==> src/rtl/uart_text_pkg.sv <==
// Shared types and constants for the UART-to-text-buffer sequencer: FSM and
// cursor-operation encodings, control character codes and default screen size.
package uart_text_pkg;

  localparam int DEF_COLS = 80;
  localparam int DEF_ROWS = 30;

  localparam logic [7:0] CHR_BS    = 8'h08;
  localparam logic [7:0] CHR_LF    = 8'h0A;
  localparam logic [7:0] CHR_FF    = 8'h0C;
  localparam logic [7:0] CHR_CR    = 8'h0D;
  localparam logic [7:0] CHR_ESC   = 8'h1B;
  localparam logic [7:0] CHR_SPACE = 8'h20;

  typedef enum logic [2:0] {
    ST_IDLE    = 3'd0,
    ST_WRITE   = 3'd1,
    ST_CLEAR   = 3'd2,
    ST_ESC_COL = 3'd3,
    ST_ESC_ROW = 3'd4
  } state_e;

  typedef enum logic [2:0] {
    CUR_NOP  = 3'd0,
    CUR_ADV  = 3'd1,
    CUR_LF   = 3'd2,
    CUR_CR   = 3'd3,
    CUR_BS   = 3'd4,
    CUR_LOAD = 3'd5,
    CUR_ZERO = 3'd6
  } cur_op_e;

  function automatic logic is_printable(input logic [7:0] b);
    return (b >= 8'h20) && (b <= 8'h7E);
  endfunction

endpackage

==> src/rtl/uart_text_ctrl_if.sv <==
// Byte-in / character-buffer-write-out bundle of uart_text_ctrl.
// slave is the controller side, master the side feeding bytes and watching writes.
interface uart_text_ctrl_if #(
  parameter int COL_W  = 7,
  parameter int ROW_W  = 5,
  parameter int ADDR_W = 12
);
  logic              rx_valid_i;
  logic [7:0]        rx_data_i;
  logic              overflow_clr_i;
  logic              wr_en_o;
  logic [ADDR_W-1:0] wr_addr_o;
  logic [7:0]        wr_data_o;
  logic [COL_W-1:0]  cursor_col_o;
  logic [ROW_W-1:0]  cursor_row_o;
  logic              busy_o;
  logic              overflow_o;

  modport slave (
    input  rx_valid_i, rx_data_i, overflow_clr_i,
    output wr_en_o, wr_addr_o, wr_data_o, cursor_col_o, cursor_row_o, busy_o, overflow_o
  );

  modport master (
    output rx_valid_i, rx_data_i, overflow_clr_i,
    input  wr_en_o, wr_addr_o, wr_data_o, cursor_col_o, cursor_row_o, busy_o, overflow_o
  );
endinterface

==> src/rtl/uart_text_cursor.sv <==
// Text cursor (col,row) with a running row base so the cell address is base+col,
// avoiding a row*COLS multiply on every write.
module uart_text_cursor
  import uart_text_pkg::*;
#(
  parameter int COLS   = DEF_COLS,
  parameter int ROWS   = DEF_ROWS,
  parameter int COL_W  = 7,
  parameter int ROW_W  = 5,
  parameter int ADDR_W = 12
) (
  input  logic              clk_i,
  input  logic              rstn_i,
  input  cur_op_e           op_i,
  input  logic [COL_W-1:0]  ld_col_i,
  input  logic [ROW_W-1:0]  ld_row_i,
  output logic [COL_W-1:0]  col_o,
  output logic [ROW_W-1:0]  row_o,
  output logic [ADDR_W-1:0] addr_o
);

  logic [COL_W-1:0]  col_q, col_d;
  logic [ROW_W-1:0]  row_q, row_d;
  logic [ADDR_W-1:0] base_q, base_d;
  logic [ROW_W-1:0]  row_inc;
  logic [ADDR_W-1:0] base_inc;

  // Loads pick the row base from a table of constants rather than multiplying.
  function automatic logic [ADDR_W-1:0] row_base(input logic [ROW_W-1:0] r);
    logic [ADDR_W-1:0] acc;
    logic [ADDR_W-1:0] res;
    acc = '0;
    res = '0;
    for (int i = 0; i < ROWS; i++) begin
      if (r == ROW_W'(i)) res = acc;
      acc = acc + ADDR_W'(COLS);
    end
    return res;
  endfunction

  always_comb begin
    row_inc  = (row_q == ROW_W'(ROWS-1)) ? '0 : row_q + ROW_W'(1);
    base_inc = (row_q == ROW_W'(ROWS-1)) ? '0 : base_q + ADDR_W'(COLS);
    col_d    = col_q;
    row_d    = row_q;
    base_d   = base_q;
    case (op_i)
      CUR_ADV: begin
        if (col_q == COL_W'(COLS-1)) begin
          col_d  = '0;
          row_d  = row_inc;
          base_d = base_inc;
        end else begin
          col_d = col_q + COL_W'(1);
        end
      end
      CUR_LF: begin
        row_d  = row_inc;
        base_d = base_inc;
      end
      CUR_CR: col_d = '0;
      CUR_BS: if (col_q != '0) col_d = col_q - COL_W'(1);
      CUR_LOAD: begin
        col_d  = ld_col_i;
        row_d  = ld_row_i;
        base_d = row_base(ld_row_i);
      end
      CUR_ZERO: begin
        col_d  = '0;
        row_d  = '0;
        base_d = '0;
      end
      default: ;
    endcase
  end

  always_ff @(posedge clk_i or negedge rstn_i) begin
    if (!rstn_i) begin
      col_q  <= '0;
      row_q  <= '0;
      base_q <= '0;
    end else begin
      col_q  <= col_d;
      row_q  <= row_d;
      base_q <= base_d;
    end
  end

  assign col_o  = col_q;
  assign row_o  = row_q;
  assign addr_o = base_q + ADDR_W'(col_q);

endmodule

==> src/rtl/uart_text_ctrl.sv <==
// Decodes UART bytes into character-buffer writes and cursor moves, with a
// form-feed clear sweep. Define UART_TEXT_GOTO_EN to enable ESC,col,row cursor positioning.
module uart_text_ctrl
  import uart_text_pkg::*;
#(
  parameter int COLS   = DEF_COLS,
  parameter int ROWS   = DEF_ROWS,
  parameter int COL_W  = 7,
  parameter int ROW_W  = 5,
  parameter int ADDR_W = 12
) (
  input logic              clk_i,
  input logic              rstn_i,
  uart_text_ctrl_if.slave  bus
);

  localparam logic [ADDR_W-1:0] LAST_CELL = ADDR_W'(COLS*ROWS - 1);

  state_e            state_q, state_d;
  logic              rx_valid_q;
  logic              pend_valid_q, pend_valid_d;
  logic [7:0]        pend_data_q, pend_data_d;
  logic              overflow_q, overflow_d;
  logic [7:0]        char_q, char_d;
  logic [ADDR_W-1:0] clr_addr_q, clr_addr_d;
  logic              wr_en_q, wr_en_d;
  logic [ADDR_W-1:0] wr_addr_q, wr_addr_d;
  logic [7:0]        wr_data_q, wr_data_d;
  logic              busy_q, busy_d;

  logic              new_byte;
  logic              pend_take;
  cur_op_e           cur_op;
  logic [COL_W-1:0]  ld_col;
  logic [ROW_W-1:0]  ld_row;
  logic [COL_W-1:0]  cur_col;
  logic [ROW_W-1:0]  cur_row;
  logic [ADDR_W-1:0] cur_addr;

`ifdef UART_TEXT_GOTO_EN
  logic [COL_W-1:0] goto_col_q, goto_col_d;

  function automatic logic [COL_W-1:0] clamp_col(input logic [7:0] b);
    if (int'(b) > COLS-1) return COL_W'(COLS-1);
    return COL_W'(b);
  endfunction

  function automatic logic [ROW_W-1:0] clamp_row(input logic [7:0] b);
    if (int'(b) > ROWS-1) return ROW_W'(ROWS-1);
    return ROW_W'(b);
  endfunction
`endif

  uart_text_cursor #(
    .COLS(COLS), .ROWS(ROWS), .COL_W(COL_W), .ROW_W(ROW_W), .ADDR_W(ADDR_W)
  ) u_cursor (
    .clk_i    (clk_i),
    .rstn_i   (rstn_i),
    .op_i     (cur_op),
    .ld_col_i (ld_col),
    .ld_row_i (ld_row),
    .col_o    (cur_col),
    .row_o    (cur_row),
    .addr_o   (cur_addr)
  );

  always_comb begin
    state_d    = state_q;
    char_d     = char_q;
    clr_addr_d = clr_addr_q;
    pend_take  = 1'b0;
    cur_op     = CUR_NOP;
    ld_col     = '0;
    ld_row     = '0;
    wr_en_d    = 1'b0;
    wr_addr_d  = wr_addr_q;
    wr_data_d  = wr_data_q;
`ifdef UART_TEXT_GOTO_EN
    goto_col_d = goto_col_q;
`endif
    case (state_q)
      ST_IDLE: begin
        if (pend_valid_q) begin
          pend_take = 1'b1;
          if (is_printable(pend_data_q)) begin
            char_d  = pend_data_q;
            state_d = ST_WRITE;
          end else begin
            case (pend_data_q)
              CHR_BS: begin
                if (cur_col != '0) begin
                  char_d  = CHR_BS;
                  state_d = ST_WRITE;
                end
              end
              CHR_CR: cur_op = CUR_CR;
              CHR_LF: cur_op = CUR_LF;
              CHR_FF: begin
                clr_addr_d = '0;
                state_d    = ST_CLEAR;
              end
`ifdef UART_TEXT_GOTO_EN
              CHR_ESC: state_d = ST_ESC_COL;
`endif
              default: ;
            endcase
          end
        end
      end
      ST_WRITE: begin
        // Backspace blanks the cell left of the cursor while stepping back onto it.
        wr_en_d = 1'b1;
        state_d = ST_IDLE;
        if (char_q == CHR_BS) begin
          wr_addr_d = cur_addr - ADDR_W'(1);
          wr_data_d = CHR_SPACE;
          cur_op    = CUR_BS;
        end else begin
          wr_addr_d = cur_addr;
          wr_data_d = char_q;
          cur_op    = CUR_ADV;
        end
      end
      ST_CLEAR: begin
        wr_en_d    = 1'b1;
        wr_addr_d  = clr_addr_q;
        wr_data_d  = CHR_SPACE;
        clr_addr_d = clr_addr_q + ADDR_W'(1);
        if (clr_addr_q == LAST_CELL) begin
          state_d = ST_IDLE;
          cur_op  = CUR_ZERO;
        end
      end
`ifdef UART_TEXT_GOTO_EN
      ST_ESC_COL: begin
        if (pend_valid_q) begin
          pend_take  = 1'b1;
          goto_col_d = clamp_col(pend_data_q);
          state_d    = ST_ESC_ROW;
        end
      end
      ST_ESC_ROW: begin
        if (pend_valid_q) begin
          pend_take = 1'b1;
          cur_op    = CUR_LOAD;
          ld_col    = goto_col_q;
          ld_row    = clamp_row(pend_data_q);
          state_d   = ST_IDLE;
        end
      end
`endif
      default: state_d = ST_IDLE;
    endcase
    // Busy also covers the trailing registered write after the FSM returns to IDLE.
    busy_d = (state_d != ST_IDLE) || wr_en_d;
  end

  always_comb begin
    new_byte     = bus.rx_valid_i && !rx_valid_q;
    pend_valid_d = pend_valid_q;
    pend_data_d  = pend_data_q;
    overflow_d   = overflow_q;
    if (pend_take) pend_valid_d = 1'b0;
    if (new_byte && (!pend_valid_q || pend_take)) begin
      pend_valid_d = 1'b1;
      pend_data_d  = bus.rx_data_i;
    end
    if (bus.overflow_clr_i) overflow_d = 1'b0;
    if (new_byte && pend_valid_q && !pend_take) overflow_d = 1'b1;
  end

  always_ff @(posedge clk_i or negedge rstn_i) begin
    if (!rstn_i) begin
      state_q      <= ST_IDLE;
      rx_valid_q   <= 1'b0;
      pend_valid_q <= 1'b0;
      pend_data_q  <= '0;
      overflow_q   <= 1'b0;
      char_q       <= '0;
      clr_addr_q   <= '0;
      wr_en_q      <= 1'b0;
      wr_addr_q    <= '0;
      wr_data_q    <= '0;
      busy_q       <= 1'b0;
    end else begin
      state_q      <= state_d;
      rx_valid_q   <= bus.rx_valid_i;
      pend_valid_q <= pend_valid_d;
      pend_data_q  <= pend_data_d;
      overflow_q   <= overflow_d;
      char_q       <= char_d;
      clr_addr_q   <= clr_addr_d;
      wr_en_q      <= wr_en_d;
      wr_addr_q    <= wr_addr_d;
      wr_data_q    <= wr_data_d;
      busy_q       <= busy_d;
    end
  end

`ifdef UART_TEXT_GOTO_EN
  always_ff @(posedge clk_i or negedge rstn_i) begin
    if (!rstn_i) goto_col_q <= '0;
    else         goto_col_q <= goto_col_d;
  end
`endif

  assign bus.wr_en_o      = wr_en_q;
  assign bus.wr_addr_o    = wr_addr_q;
  assign bus.wr_data_o    = wr_data_q;
  assign bus.cursor_col_o = cur_col;
  assign bus.cursor_row_o = cur_row;
  assign bus.busy_o       = busy_q;
  assign bus.overflow_o   = overflow_q;

endmodule
==> src/flat_wrapper.sv <==
// flat-port wrapper written by rule: the top's interface ports become plain ports
module uart_text_ctrl_flat import uart_text_pkg::*;
#(
  parameter int COLS   = DEF_COLS,
  parameter int ROWS   = DEF_ROWS,
  parameter int COL_W  = 7,
  parameter int ROW_W  = 5,
  parameter int ADDR_W = 12
)
  (clk_i, rstn_i, bus_rx_valid_i, bus_rx_data_i, bus_overflow_clr_i, bus_wr_en_o, bus_wr_addr_o, bus_wr_data_o, bus_cursor_col_o, bus_cursor_row_o, bus_busy_o, bus_overflow_o);
  uart_text_ctrl_if #(.COL_W(COL_W), .ROW_W(ROW_W), .ADDR_W(ADDR_W)) bus_i ();
  input logic clk_i;
  input logic rstn_i;
  input wire logic [$bits(bus_i.rx_valid_i)-1:0] bus_rx_valid_i;
  input wire logic [$bits(bus_i.rx_data_i)-1:0] bus_rx_data_i;
  input wire logic [$bits(bus_i.overflow_clr_i)-1:0] bus_overflow_clr_i;
  output wire logic [$bits(bus_i.wr_en_o)-1:0] bus_wr_en_o;
  output wire logic [$bits(bus_i.wr_addr_o)-1:0] bus_wr_addr_o;
  output wire logic [$bits(bus_i.wr_data_o)-1:0] bus_wr_data_o;
  output wire logic [$bits(bus_i.cursor_col_o)-1:0] bus_cursor_col_o;
  output wire logic [$bits(bus_i.cursor_row_o)-1:0] bus_cursor_row_o;
  output wire logic [$bits(bus_i.busy_o)-1:0] bus_busy_o;
  output wire logic [$bits(bus_i.overflow_o)-1:0] bus_overflow_o;
  assign bus_i.rx_valid_i = bus_rx_valid_i;
  assign bus_i.rx_data_i = bus_rx_data_i;
  assign bus_i.overflow_clr_i = bus_overflow_clr_i;
  assign bus_wr_en_o = bus_i.wr_en_o;
  assign bus_wr_addr_o = bus_i.wr_addr_o;
  assign bus_wr_data_o = bus_i.wr_data_o;
  assign bus_cursor_col_o = bus_i.cursor_col_o;
  assign bus_cursor_row_o = bus_i.cursor_row_o;
  assign bus_busy_o = bus_i.busy_o;
  assign bus_overflow_o = bus_i.overflow_o;
  uart_text_ctrl #(.COLS(COLS), .ROWS(ROWS), .COL_W(COL_W), .ROW_W(ROW_W), .ADDR_W(ADDR_W)) u_core (.clk_i(clk_i), .rstn_i(rstn_i), .bus(bus_i));
endmodule
==> config.mk <==
export PLATFORM = sky130hd
export DESIGN_NAME = uart_text_ctrl_flat
export DESIGN_NICKNAME = d
export VERILOG_FILES = /design/src/rtl/uart_text_pkg.sv /design/src/rtl/uart_text_ctrl_if.sv /design/src/rtl/uart_text_cursor.sv /design/src/rtl/uart_text_ctrl.sv /design/src/flat_wrapper.sv
export SDC_FILE = /design/constraint.sdc
export NUM_CORES = 1
export LEC_CHECK = 0
export BUFFER_PORTS_ARGS = -buffer_cell sky130_fd_sc_hd__buf_4
export CAP_MARGIN = 15
export CORE_MARGIN = 4
export CORE_UTILIZATION = 57
export DETAILED_ROUTE_END_ITERATION = 6
export GPL_TIMING_DRIVEN = 0
export PLACE_DENSITY = 0.85
export SLEW_MARGIN = 10
export SYNTH_ARGS = -nofsm -noshare
export SYNTH_HDL_FRONTEND = slang
export SYNTH_SLANG_ARGS = --single-unit
==> constraint.sdc <==
create_clock -name clk_i -period 4.97 [get_ports clk_i]
set_input_delay 0 -clock clk_i [delete_from_list [all_inputs] [get_ports clk_i]]
set_output_delay 0 -clock clk_i [all_outputs]
set_load 0.05 [all_outputs]
Word-level counts from Yosys, hierarchy flattened

Index checks and enable logic that the tools add are counted.

Bits in registers: 80
Input bits: 12
Output and inout port bits: 35

Add/sub/neg operators: 7
Muxes and demuxes: 39
Order comparisons: 2
Reduce and logical (&&, ||, !) cells: 28
Equal/unequal tests: 21

Operators with widths:

| cell                                                            | count |
|---|---|
| two-way mux 12 bit                                              | 6 |
| case mux 12 bit (2 select lines)                                | 2 |
| equality test 8 x 4 -> 1 bit (second input constant)            | 5 |
| case mux 12 bit (3 select lines)                                | 1 |
| two-way mux 8 bit                                               | 4 |
| two-way mux 3 bit                                               | 8 |
| case mux 7 bit (3 select lines)                                 | 1 |
| case mux 8 bit (2 select lines)                                 | 1 |
| case mux 5 bit (3 select lines)                                 | 1 |
| two-way mux 7 bit                                               | 2 |
| adder 12 x 1 -> 12 bit (second input constant)                  | 1 |
| adder 12 x 7 -> 12 bit                                          | 1 |
| adder 12 x 7 -> 12 bit (second input constant)                  | 1 |
| equality test 12 bit (second input constant)                    | 1 |
| case mux 3 bit (2 select lines)                                 | 2 |
| nonzero test 2 bit                                              | 6 |
| subtractor 12 x 1 -> 12 bit (second input constant)             | 1 |
| two-way mux 5 bit                                               | 2 |
| equality test 3 x 2 -> 1 bit (second input constant)            | 3 |
| equality test 3 bit (second input constant)                     | 3 |
| case mux 3 bit (3 select lines)                                 | 1 |
| nonzero test 3 bit                                              | 3 |
| >= comparator 8 x 6 -> 1 bit (second input constant)            | 1 |
| less-or-equal comparator 8 x 7 -> 1 bit (second input constant) | 1 |
| 19 further kinds                                                | 39 |

Depth between registers and ports, before layout

Gate-level depths: netlist (run 1).

Depth in word-level cells: 9
Depth in mapped cells: 14
Depth with buffers taken out: 12

Hierarchy

A second synthesis (run 1) with hierarchy kept.

Cell total of the unflattened synthesis: 534
Area total of the unflattened synthesis: 4966.0 um2

Modules (own cells, without submodules):

| module           | sequential area each (um2) | area each (um2) | cells an instance | instances |
|---|---|---|---|---|
| uart_text_ctrl   | 1401.3                     | 2962.8          | 291               | 1 |
| uart_text_cursor | 500.5                      | 2003.2          | 243               | 1 |

Worst setup path before layout (run 1)

No wires, ideal clock.

Path type: reg2reg
From: register u_core.state_q[2]
To: register u_core.u_cursor.col_q[2], in the netlist u_core.u_cursor.col_o[2]
Clock period less this slack: 3.086 ns
Setup slack: 1.884 ns
Arrival time: 2.992 ns
Path buffers: 3
Library setup time: 0.094 ns
Cell stages (with the launch flop): 14
Cell sequence: dfrtp_1 -> buf_2 -> nor4b_1 -> nand2b_1 -> o21ai_0 -> inv_1 -> ha_1 -> clkbuf_1 -> nor3_1 -> a21oi_1 -> a21o_1 -> clkbuf_1 -> o221a_1 -> a211oi_1

Cells in the longest elaborated chain, start to end: 6
Elaborated cells on any way between the ends: 14
Those cells by class: eq/ne: 8; mux: 2; reduce/logical: 4

Ends and longest elaborated chain:

| element                                                             | RTL line               | source |
|---|---|---|
| from (decl)                                                         | uart_text_ctrl.sv:19   | `state_e state_q, state_d;` |
| from (signal assigned)                                              | uart_text_ctrl.sv:186  | `state_q <= state_d;` |
| equality test 3 x 2 -> 1 bit, or another cell as far along          | uart_text_ctrl.sv:81   | `case (state_q)` |
| case mux 3 bit (3 select lines) *                                   | uart_text_ctrl.sv:81   |  |
| equality test 3 bit or equality test 3 x 2 -> 1 bit (tied branches) | uart_text_cursor.sv:47 | `case (op_i)` |
| OR reduction 3 bit (no line)                                        | n/a                    |  |
| nonzero test 3 bit (no line)                                        | n/a                    |  |
| AND reduction 2 bit (no line)                                       | n/a                    |  |
| to (signal assigned)                                                | uart_text_cursor.sv:83 | `col_q <= col_d;` |
| to (decl)                                                           | uart_text_cursor.sv:22 | `logic [COL_W-1:0] col_q, col_d;` |

Every way passes the cells marked *; elsewhere a longest branch is shown, timed or not.
A chain may end at the register's enable or synchronous reset.

Worst setup path in the final report (run 1)

Same ends and word-level chain as after synthesis.

==> out/metrics.yaml, run 1 <==
sta:
  finalSetupTns_ns: 0
  tightest_slew_ns: 0.932
  hold_violations: 0
  slew_headroom: 0.379
  min_period_ns: 3.88
  final_max_slew_viol_count: 0
  max_freq_ghz: 0.258
  skew_ns: 0.0122
  rsz0062_at_grt: "no"
  setup_viol: 0
  timing.final.crit_share: 0.781
grt:
  grt_pass1_vias: 3509
  grt_pass1_wl_um: 16900
  antenna_found_initial: 0
  grt_use_total: 0.245
  grt_start_max_net_pins: 77
  grt_overflow: 0
routing:
  wl_um: 10000
  post-route-drc-count: 0
  firstDrtPassIters: 5
  drt-initial-drc-count: 281
  routed-via-count: 3561
  wl_per_cell_um: 16.8
  antenna_left: 0
  viasPerCell: 5.99
critical_path:
  slowest_stage: "nor4b_1"
  crit_path_end: "u_core.u_cursor.col_o[2]$_DFFE_PN0P_"
  regToRegStartpoint: "u_core.state_q[2]$_DFF_PN0_"
  crit_type: "reg -> reg"
  startpoint_type: "flip-flop"
  reg2reg_slack_ns: 1.09
  path_depth: 13
  cp_num_buf_inv: 4
  r2r_end: "u_core.u_cursor.col_o[2]$_DFFE_PN0P_"
  r2r_cells: 13
  path_delay_family: "simple AND/OR/NAND/NOR gates"
  critPathArrivalTime_ns: 4.13
  cp_max_fo: 9
  cp_common_cell: "clkbuf_1"
  cp-startpoint: "u_core.state_q[2]$_DFF_PN0_"
  cpPeakStageDelay_ns: 0.61
  path_cells: "buf_2 > nor4b_1 > nand2b_1 > o21ai_0 > inv_1 > ha_1 > clkbuf_1 > nor3_1 > a21oi_1 > a21o_1 > clkbuf_1 > o221a_1 > a211oi_1"
  crit_path_end_kind: "flip-flop"
  required_ns: 5.22
clock_network:
  cts_resized: 0
  cts_tree: "built"
  cts_setup_buffers: 0
  clock-sinks: 76
  cts-root-buf: "clkbuf_8"
  clockBufferDepth: 2
  clkSlewWorstSetupHoldPaths_ns: 0.07
  cts-htree-levels: 3
  postCtsHoldBufs: 11
  numCtsBuffers: 9
  clock_latency_ns: 0.35
placement:
  hpwl_um: 7130
  port_buffers: 46
  dpl_cell_area_mm2: 0.00465
  globalplace.congestion: 0.930
layout:
  syn_to_final_growth_pct: 19.4
  design_area_mm2: 0.00499
  drive_above_1_share: 0.177
  layout_common_cells: "dfrtp_1, buf_4, nor2_1"
  nets: 519
  diodes: 0
  final_common_cell: "dfrtp_1"
synth:
  synth_edf_count: 0
  yosys_warnings: 0
  yosys_most_used_dff: "dfrtp_1"
  yosysSeqAreaShare: 0.455
  yosysTopAreaCell: "dfrtp_1"
  yosys.cell_types.count: 59
  netlist_area_mm2: 0.00418
  syn-num-nets: 451
  ys_ff_latch: 76
  synth_area_leaders: "dfrtp_1, ha_1, a22o_1"
  synthArstFlopShare: 1.00
  avgSynthCellArea_um2: 9.84
  synth_top_area_share: 0.455
  synthesis.instances: 425
run:
  cap_violations: 0
die:
  dieArea_mm2: 0.00877
  core.rowCount: 30
  die_h_um: 93.7
  ios: 47
  die_w_um: 93.7
  core_area_mm2: 0.00694
  start_util: 0.602
pwr:
  powerDensity_mw_per_mm2: 515
  vdd_drop_max_v: 0.000488
  total_power_mw: 2.57
  p_leak_nw: 2.27
worst_hold_path:
  hp-class: "in -> reg"
status:
  run_status: "finished, final reports clean"
power by group:
part	leakage, nW	total, mW	switching, mW	internal, mW
Combinational	1.17	1.09	0.707	0.385
Clock	0.120	0.544	0.232	0.312
Sequential	0.979	0.936	0.163	0.773
layer usage:
| metal | share of wire | track usage |
|---|---|---|
| met3 | 0.057 | 0.0625 |
| met4 | 0.017 | 0.0698 |
| met5 | 0 | 0 |
| met2 | 0.48 | 0.398 |
| met1 | 0.44 | 0.325 |
state kept, by name, indices dropped and copies added, names as in the netlist:
signal / flops
u_core.bus.overflow_o: 1
u_core.pend_data_q: 8
u_core.u_cursor.row_o: 5
u_core.bus.wr_addr_o: 12
u_core.rx_valid_q: 1
u_core.pend_valid_q: 1
u_core.clr_addr_q: 12
u_core.u_cursor.col_o: 7
u_core.bus.busy_o: 1
u_core.u_cursor.base_q: 8
u_core.char_q: 8
u_core.bus.wr_en_o: 1
u_core.state_q: 3
u_core.bus.wr_data_o: 8
worst min-delay path by stage:
stage	cells past startpoint	endpoint	from	slack, ns
global route	2	u_core.rx_valid_q$_DFF_PN0_	bus_rx_valid_i	0.32
finish	2	u_core.rx_valid_q$_DFF_PN0_	bus_rx_valid_i	0.31
floorplan	0	u_core.bus.busy_o$_DFF_PN0_	rstn_i	-0.30
global placement	1	u_core.rx_valid_q$_DFF_PN0_	bus_rx_valid_i	0.12
detailed placement	1	u_core.rx_valid_q$_DFF_PN0_	bus_rx_valid_i	0.12
CTS	2	u_core.rx_valid_q$_DFF_PN0_	bus_rx_valid_i	0.30
Yosys cell counts, types with 7 or more instances:
| cell type | number |
|---|---|
| dfrtp_1 | 76 |
| mux2i_1 | 7 |
| clkbuf_1 | 15 |
| a22o_1 | 17 |
| xor2_1 | 11 |
| o21ai_1 | 13 |
| nand3_1 | 16 |
| and3_1 | 7 |
| inv_1 | 13 |
| ha_1 | 14 |
| mux2_2 | 10 |
| a22oi_1 | 14 |
| and2_1 | 7 |
| o21ai_0 | 17 |
| xnor2_1 | 8 |
| nor2_1 | 33 |
| nand2_1 | 32 |
| nor3_1 | 13 |
| a21oi_1 | 12 |
area by class of cell:
type / count / area [um^2]
Sequential cell: 76 / 1900
Clock buffer: 11 / 151
Inverter: 13 / 48.8
Clock inverter: 5 / 82.6
Multi-Input combinational cell: 314 / 2130
Fill cell: 533 / 1950
Tap cell: 96 / 120
Buffer: 22 / 105
Timing Repair Buffer: 57 / 455
logic make-up after synthesis:
kind of cell / synth area share
AO/OA/AOI/OAI: 0.204
XOR/XNOR: 0.0398
adder cells (fa/ha/maj): 0.0419
buffers and inverters: 0.0368
flip-flops: 0.455
multiplexers: 0.0437
other: 0.000897
AND/OR/NAND/NOR: 0.179
through the flow:
step | hold slack (ns) | utilization | instances | setup slack [ns]
after floorplan | -0.296 | - | 425 | 1.88
after global placement | 0.120 | 0.669 | 567 | 1.26
after detailed placement | 0.122 | 0.669 | 567 | 1.27
after CTS | 0.301 | 0.719 | 594 | 1.21
after global routing | 0.320 | 0.719 | 594 | 0.766
final | 0.312 | 0.719 | 594 | 1.09
Power figures use the tool's default switching activity.
==> inputs of run 2 (changes only) <==
==> constraint.sdc (replaced) <==
create_clock -name clk_i -period 3.8 [get_ports clk_i]
set_input_delay 0 -clock clk_i [delete_from_list [all_inputs] [get_ports clk_i]]
set_output_delay 0 -clock clk_i [all_outputs]
set_load 0.05 [all_outputs]
==> out/metrics.yaml, run 2 (synthesis results as in run 1) <==
clock_network:
  clkSlewWorstSetupHoldPaths_ns: 0.08  # about the same
  cts_tree: "built"
  numCtsBuffers: 9  # unchanged
  clock-sinks: 76  # unchanged
  cts-htree-levels: 3  # unchanged
  clock_latency_ns: 0.35  # about the same
  cts_setup_buffers: 0  # unchanged
  cts-root-buf: "clkbuf_8"
  clockBufferDepth: 2  # unchanged
sta:
  tightest_slew_ns: 0.940  # +0.00761 ns
  hold_slack_ns: 0.315  # +0.00309 ns
  slew_headroom: 0.374  # -0.00507
  finalSetupTns_ns: 0  # unchanged
  min_period_ns: 3.50  # -0.378 ns
  hold_violations: 0  # unchanged
  setup_viol: 0  # unchanged
  fin_ws_ns: 0.295  # -0.792 ns
  timing.final.crit_share: 0.922  # +0.141
  max_freq_ghz: 0.285  # +11%
  final_max_slew_viol_count: 0  # unchanged
  skew_ns: 0.0113  # -0.000917 ns
  rsz0062_at_grt: "no"
critical_path:
  regToRegStartpoint: "u_core.char_q[2]$_DFFE_PN0P_"
  path_delay_family: "simple AND/OR/NAND/NOR gates"
  cp_num_buf_inv: 3  # -1
  r2r_cells: 13  # unchanged
  r2r_end: "u_core.u_cursor.col_o[2]$_DFFE_PN0P_"
  crit_path_end: "u_core.u_cursor.col_o[2]$_DFFE_PN0P_"
  slowest_stage: "nor4_1"
  required_ns: 4.00  # -1.22 ns
  reg2reg_slack_ns: 0.30  # -0.79 ns
  path_depth: 13  # unchanged
  cp-startpoint: "u_core.char_q[2]$_DFFE_PN0P_"
  critPathArrivalTime_ns: 3.71  # -0.42 ns
  path_cells: "nor4_1 > nand2_1 > nand2_1 > o21ai_1 > inv_1 > ha_1 > clkbuf_1 > nor3_4 > a21oi_1 > a21o_1 > clkbuf_1 > o221a_1 > a211oi_1"
  cpPeakStageDelay_ns: 0.56  # -0.05 ns
  cp_max_fo: 9  # unchanged
  crit_path_end_kind: "flip-flop"
  startpoint_type: "flip-flop"
  crit_type: "reg -> reg"
routing:
  routed-via-count: 3577  # +0.45%
  drt-initial-drc-count: 271  # -3.6%
  firstDrtPassIters: 5  # unchanged
  wl_per_cell_um: 16.9  # +0.41%
  post-route-drc-count: 0  # unchanged
  antenna_left: 0  # unchanged
  wl_um: 10000  # +0.41%
  viasPerCell: 6.02  # +0.45%
die:
  dieArea_mm2: 0.00877  # unchanged
  core.rowCount: 30  # unchanged
  die_h_um: 93.7  # unchanged
  ios: 47  # unchanged
  core_area_mm2: 0.00694  # unchanged
  die_w_um: 93.7  # unchanged
  start_util: 0.602  # unchanged
layout:
  nets: 519  # unchanged
  final_cells: 594  # unchanged
  final_core_util: 0.721  # +0.00162
  syn_to_final_growth_pct: 19.6
  layout_common_cells: "dfrtp_1, buf_4, nor2_1"
  final_common_cell: "dfrtp_1"
  drive_above_1_share: 0.179  # +0.00201
  design_area_mm2: 0.00500  # +0.23%
  diodes: 0  # unchanged
status:
  run_status: "finished, final reports clean"
run:
  cap_violations: 0  # unchanged
placement:
  hpwl_um: 7130  # unchanged
  pre_cts_slack_ns: 0.0963  # -1.17 ns
  dpl_cell_area_mm2: 0.00465  # unchanged
  globalplace.congestion: 0.930  # unchanged
  port_buffers: 46  # unchanged
  dp_cells: 567  # unchanged
grt:
  grt_use_total: 0.245  # unchanged
  grt_pass1_vias: 3509  # unchanged
  grt_pass1_wl_um: 16900  # unchanged
  grt_start_max_net_pins: 77  # unchanged
  antenna_found_initial: 0  # unchanged
  grt_overflow: 0  # unchanged
pwr:
  p_clk_frac: 0.212  # about the same
  switchingPower_mw: 1.45  # +31%
  powerDensity_mw_per_mm2: 673  # +31%
  p_leak_nw: 2.27  # about the same
  total_power_mw: 3.37  # +31%
  power.internal_mw: 1.92  # +31%
  vdd_drop_max_v: 0.000640  # +31%
  swShare: 0.429  # +0.000779
  pwr-share-seq: 0.364  # about the same
  power_frac_comb: 0.425  # about the same
worst_hold_path:
  hp-class: "in -> reg"
  worst_hold_path.num_cells: 2  # unchanged
==> run 2: changes by cell type in the layout (fill, tap and decap cells not counted) <==
cell,previous run,this run
nor3_1,13,12
nor3_4,0,1
o21ai_1,13,14
o21ai_0,17,16
==> run 2: how the worst min path moves through the flow <==
| stage | from | endpoint | slack [ns] |
|---|---|---|---|
| after floorplan | rstn_i | u_core.bus.busy_o$_DFF_PN0_ | -0.30 |
| after global placement | bus_rx_valid_i | u_core.rx_valid_q$_DFF_PN0_ | 0.12 |
| after detailed placement | bus_rx_valid_i | u_core.rx_valid_q$_DFF_PN0_ | 0.12 |
| after CTS | bus_rx_valid_i | u_core.rx_valid_q$_DFF_PN0_ | 0.30 |
| after global routing | bus_rx_valid_i | u_core.rx_valid_q$_DFF_PN0_ | 0.32 |
| final | bus_rx_valid_i | u_core.rx_valid_q$_DFF_PN0_ | 0.31 |
==> run 2: area by class of cell <==
cell class	count	area, um^2
Timing Repair Buffer	57	455
Clock buffer	11	151
Tap cell	96	120
Fill cell	532	1940
Clock inverter	5	82.6
Inverter	13	48.8
Multi-Input combinational cell	314	2140
Buffer	22	105
Sequential cell	76	1900
==> run 2: layer usage <==
layer / part of all wire / vias up / global-route usage
met1: 0.44 / 1727 / 0.325
met3: 0.057 / 18 / 0.0625
met5: 0 / - / 0
li1: - / 1696 / -
met4: 0.015 / 0 / 0.0698
met2: 0.48 / 136 / 0.398
==> run 2: what timing repair did <==
action	CTS	global route
hold endpoints to repair	87	0
hold buffers	11	0
gates resized for setup	0	3
setup endpoints to repair	0	7
==> run 2: power groups by stage <==
stage	registers (mW)	logic (mW)	clock network (mW)
2_1_floorplan	1.60	0.608	0
5_1_grt	1.26	1.54	0.757
3_5_place_dp	1.23	1.41	0
3_3_place_gp	1.22	1.37	0
6_report	1.23	1.43	0.713
4_1_cts	1.22	1.43	0.720
==> inputs of run 3 (changes only) <==
--- a/config.mk
+++ b/config.mk
@@ -7,7 +7,7 @@
 export LEC_CHECK = 0
 export BUFFER_PORTS_ARGS = -buffer_cell sky130_fd_sc_hd__buf_4
 export CAP_MARGIN = 15
-export CORE_MARGIN = 4
+export CORE_MARGIN = 10
 export CORE_UTILIZATION = 57
 export DETAILED_ROUTE_END_ITERATION = 6
 export GPL_TIMING_DRIVEN = 0
==> out/metrics.yaml, run 3 (synthesis results as in run 1) <==
die:
  core.rowCount: 31  # +3.3%
  dieArea_mm2: 0.0112  # +27%
  start_util: 0.583  # -0.0194
  ios: 47  # unchanged
  die_w_um: 106  # +13%
  core_area_mm2: 0.00718  # +3.3%
  die_h_um: 106  # +13%
grt:
  grt_start_max_net_pins: 77  # unchanged
  grt_pass1_vias: 3417  # -2.6%
  grt_use_total: 0.182  # -0.0627
  grt_overflow: 0  # unchanged
  antenna_found_initial: 0  # unchanged
  grt_pass1_wl_um: 16900  # -0.12%
sta:
  slew_headroom: 0.391  # +0.0179
  hold_violations: 0  # unchanged
  rsz0062_at_grt: "no"
  skew_ns: 0.00894  # -0.00234 ns
  min_period_ns: 3.48  # -0.0268 ns
  timing.final.crit_share: 0.915  # -0.00704
  tightest_slew_ns: 0.913  # -0.0268 ns
  setup_viol: 0  # unchanged
  max_freq_ghz: 0.288  # +0.77%
  hold_slack_ns: 0.324  # +0.00884 ns
  finalSetupTns_ns: 0  # unchanged
  final_max_slew_viol_count: 0  # unchanged
clock_network:
  numCtsBuffers: 9  # unchanged
  cts-root-buf: "clkbuf_8"
  clockBufferDepth: 2  # unchanged
  clock_latency_ns: 0.35  # about the same
  cts-htree-levels: 3  # unchanged
  cts_tree: "built"
  clkSlewWorstSetupHoldPaths_ns: 0.08  # about the same
  clock-sinks: 76  # unchanged
layout:
  drive_above_1_share: 0.179  # unchanged
  final_common_cell: "dfrtp_1"
  fillers: 561  # +5.5%
  nets: 519  # unchanged
  syn_to_final_growth_pct: 19.2
  diodes: 0  # unchanged
  multi_input_area_mm2: 0.00214  # unchanged
  regArea_mm2: 0.00190  # unchanged
  layout_common_cells: "dfrtp_1, buf_4, nor2_1"
worst_hold_path:
  worst_hold_path.num_cells: 2  # unchanged
  min_from: "bus_rx_valid_i"
  hp-class: "in -> reg"
  whs_endpoint: "u_core.rx_valid_q$_DFF_PN0_"
run:
  cap_violations: 0  # unchanged
critical_path:
  critPathArrivalTime_ns: 3.73  # +0.02 ns
  reg2reg_slack_ns: 0.32  # +0.03 ns
  startpoint_type: "flip-flop"
  cp_num_buf_inv: 4  # +1
  cp_max_fo: 9  # unchanged
  r2r_end: "u_core.u_cursor.col_o[2]$_DFFE_PN0P_"
  cp_common_cell: "clkbuf_1"
  path_delay_family: "simple AND/OR/NAND/NOR gates"
  crit_path_end_kind: "flip-flop"
  crit_type: "reg -> reg"
  cp-startpoint: "u_core.state_q[2]$_DFF_PN0_"
  r2r_cells: 13  # unchanged
  path_cells: "buf_2 > nor4b_1 > nand2b_1 > o21ai_1 > inv_1 > ha_1 > clkbuf_1 > nor3_4 > a21oi_1 > a21o_1 > clkbuf_1 > o221a_1 > a211oi_1"
  regToRegStartpoint: "u_core.state_q[2]$_DFF_PN0_"
  required_ns: 4.05  # +0.05 ns
  slowest_stage: "nor4b_1"
  cpPeakStageDelay_ns: 0.57  # about the same
placement:
  hpwl_um: 7330  # +2.8%
  port_buffers: 46  # unchanged
  globalplace.congestion: 0.907  # -2.5%
routing:
  antenna_left: 0  # unchanged
  drt-initial-drc-count: 258  # -4.8%
  routed-via-count: 3520  # -1.6%
  wl_per_cell_um: 16.5  # -2.2%
  post-route-drc-count: 0  # unchanged
  firstDrtPassIters: 5  # unchanged
  viasPerCell: 5.90  # -2.1%
  wl_um: 9870  # -1.7%
status:
  run_status: "finished, final reports clean"
pwr:
  powerDensity_mw_per_mm2: 657  # -2.4%
  p_leak_nw: 2.26  # -0.59%
  vdd_drop_max_v: 0.000425  # -34%
## run 3: cell types whose count changed in the layout (fill, tap and decap cells not counted), sizes merged
cell    previous run  this run
bufinv             2         1
inv               14        13
clkbuf            26        25
clkinv             2         5
## run 3: final cells by class
| cell class | instances | area share |
|---|---|---|
| inverter | 13 | 0.00979 |
| buffer | 22 | 0.0211 |
| sequential | 76 | 0.382 |
| timing repair buffer | 57 | 0.0914 |
| multi-input combinational | 314 | 0.429 |
| clock inverter | 6 | 0.0148 |
| clock buffer | 10 | 0.0276 |
| tap | 99 | 0.0248 |
## run 3: layer usage
| metal | GRT usage | share of wire | vias to the layer above | wire, um |
|---|---|---|---|---|
| li1 | - | - | 1699 | - |
| met4 | 0.0474 | 0.011 | 0 | 109 |
| met3 | 0.0548 | 0.070 | 11 | 692 |
| met2 | 0.285 | 0.47 | 129 | 4650 |
| met5 | 0 | 0 | - | 0 |
| met1 | 0.241 | 0.45 | 1681 | 4420 |
## run 3: repair_timing
item                                   CTS  global route
endpoints found under the hold margin   87             0
hold buffers                            11             0
setup buffers                            0             0
setup endpoints to repair                1             1
resized for setup                        1             2
cloned                                   0             0
## run 3: worst max-delay path by stage
| stage | to | slack, ns | depth (start not counted) |
|---|---|---|---|
| after global routing | u_core.u_cursor.col_o[2]$_DFFE_PN0P_ | 0.08 | 14 |
| after CTS | u_core.u_cursor.col_o[2]$_DFFE_PN0P_ | 0.17 | 13 |
| after global placement | u_core.u_cursor.col_o[2]$_DFFE_PN0P_ | 0.08 | 13 |
| after detailed placement | u_core.u_cursor.col_o[2]$_DFFE_PN0P_ | 0.02 | 13 |
| final | u_core.u_cursor.col_o[2]$_DFFE_PN0P_ | 0.32 | 13 |
| after floorplan | u_core.u_cursor.col_o[2]$_DFFE_PN0P_ | 0.71 | 13 |
## run 3: stage by stage
step	power (mW)	std cells	setup slack (ns)	util	area, um^2
6_report	3.28	597	0.322	0.695	4980
5_1_grt	3.48	597	0.0785	0.695	4980
4_1_cts	3.29	597	0.170	0.694	4980
3_5_place_dp	2.64	570	0.0176	0.648	4650
3_3_place_gp	2.60	570	0.0807	0.648	4650
2_1_floorplan	2.21	425	0.714	-	4180
## run 3: report_power, final
part           switching (mW)  internal, mW  leakage, nW
Clock                   0.308         0.327        0.107
Sequential              0.210          1.01        0.979
Combinational           0.917         0.503         1.17
Total                    1.44          1.84         2.26
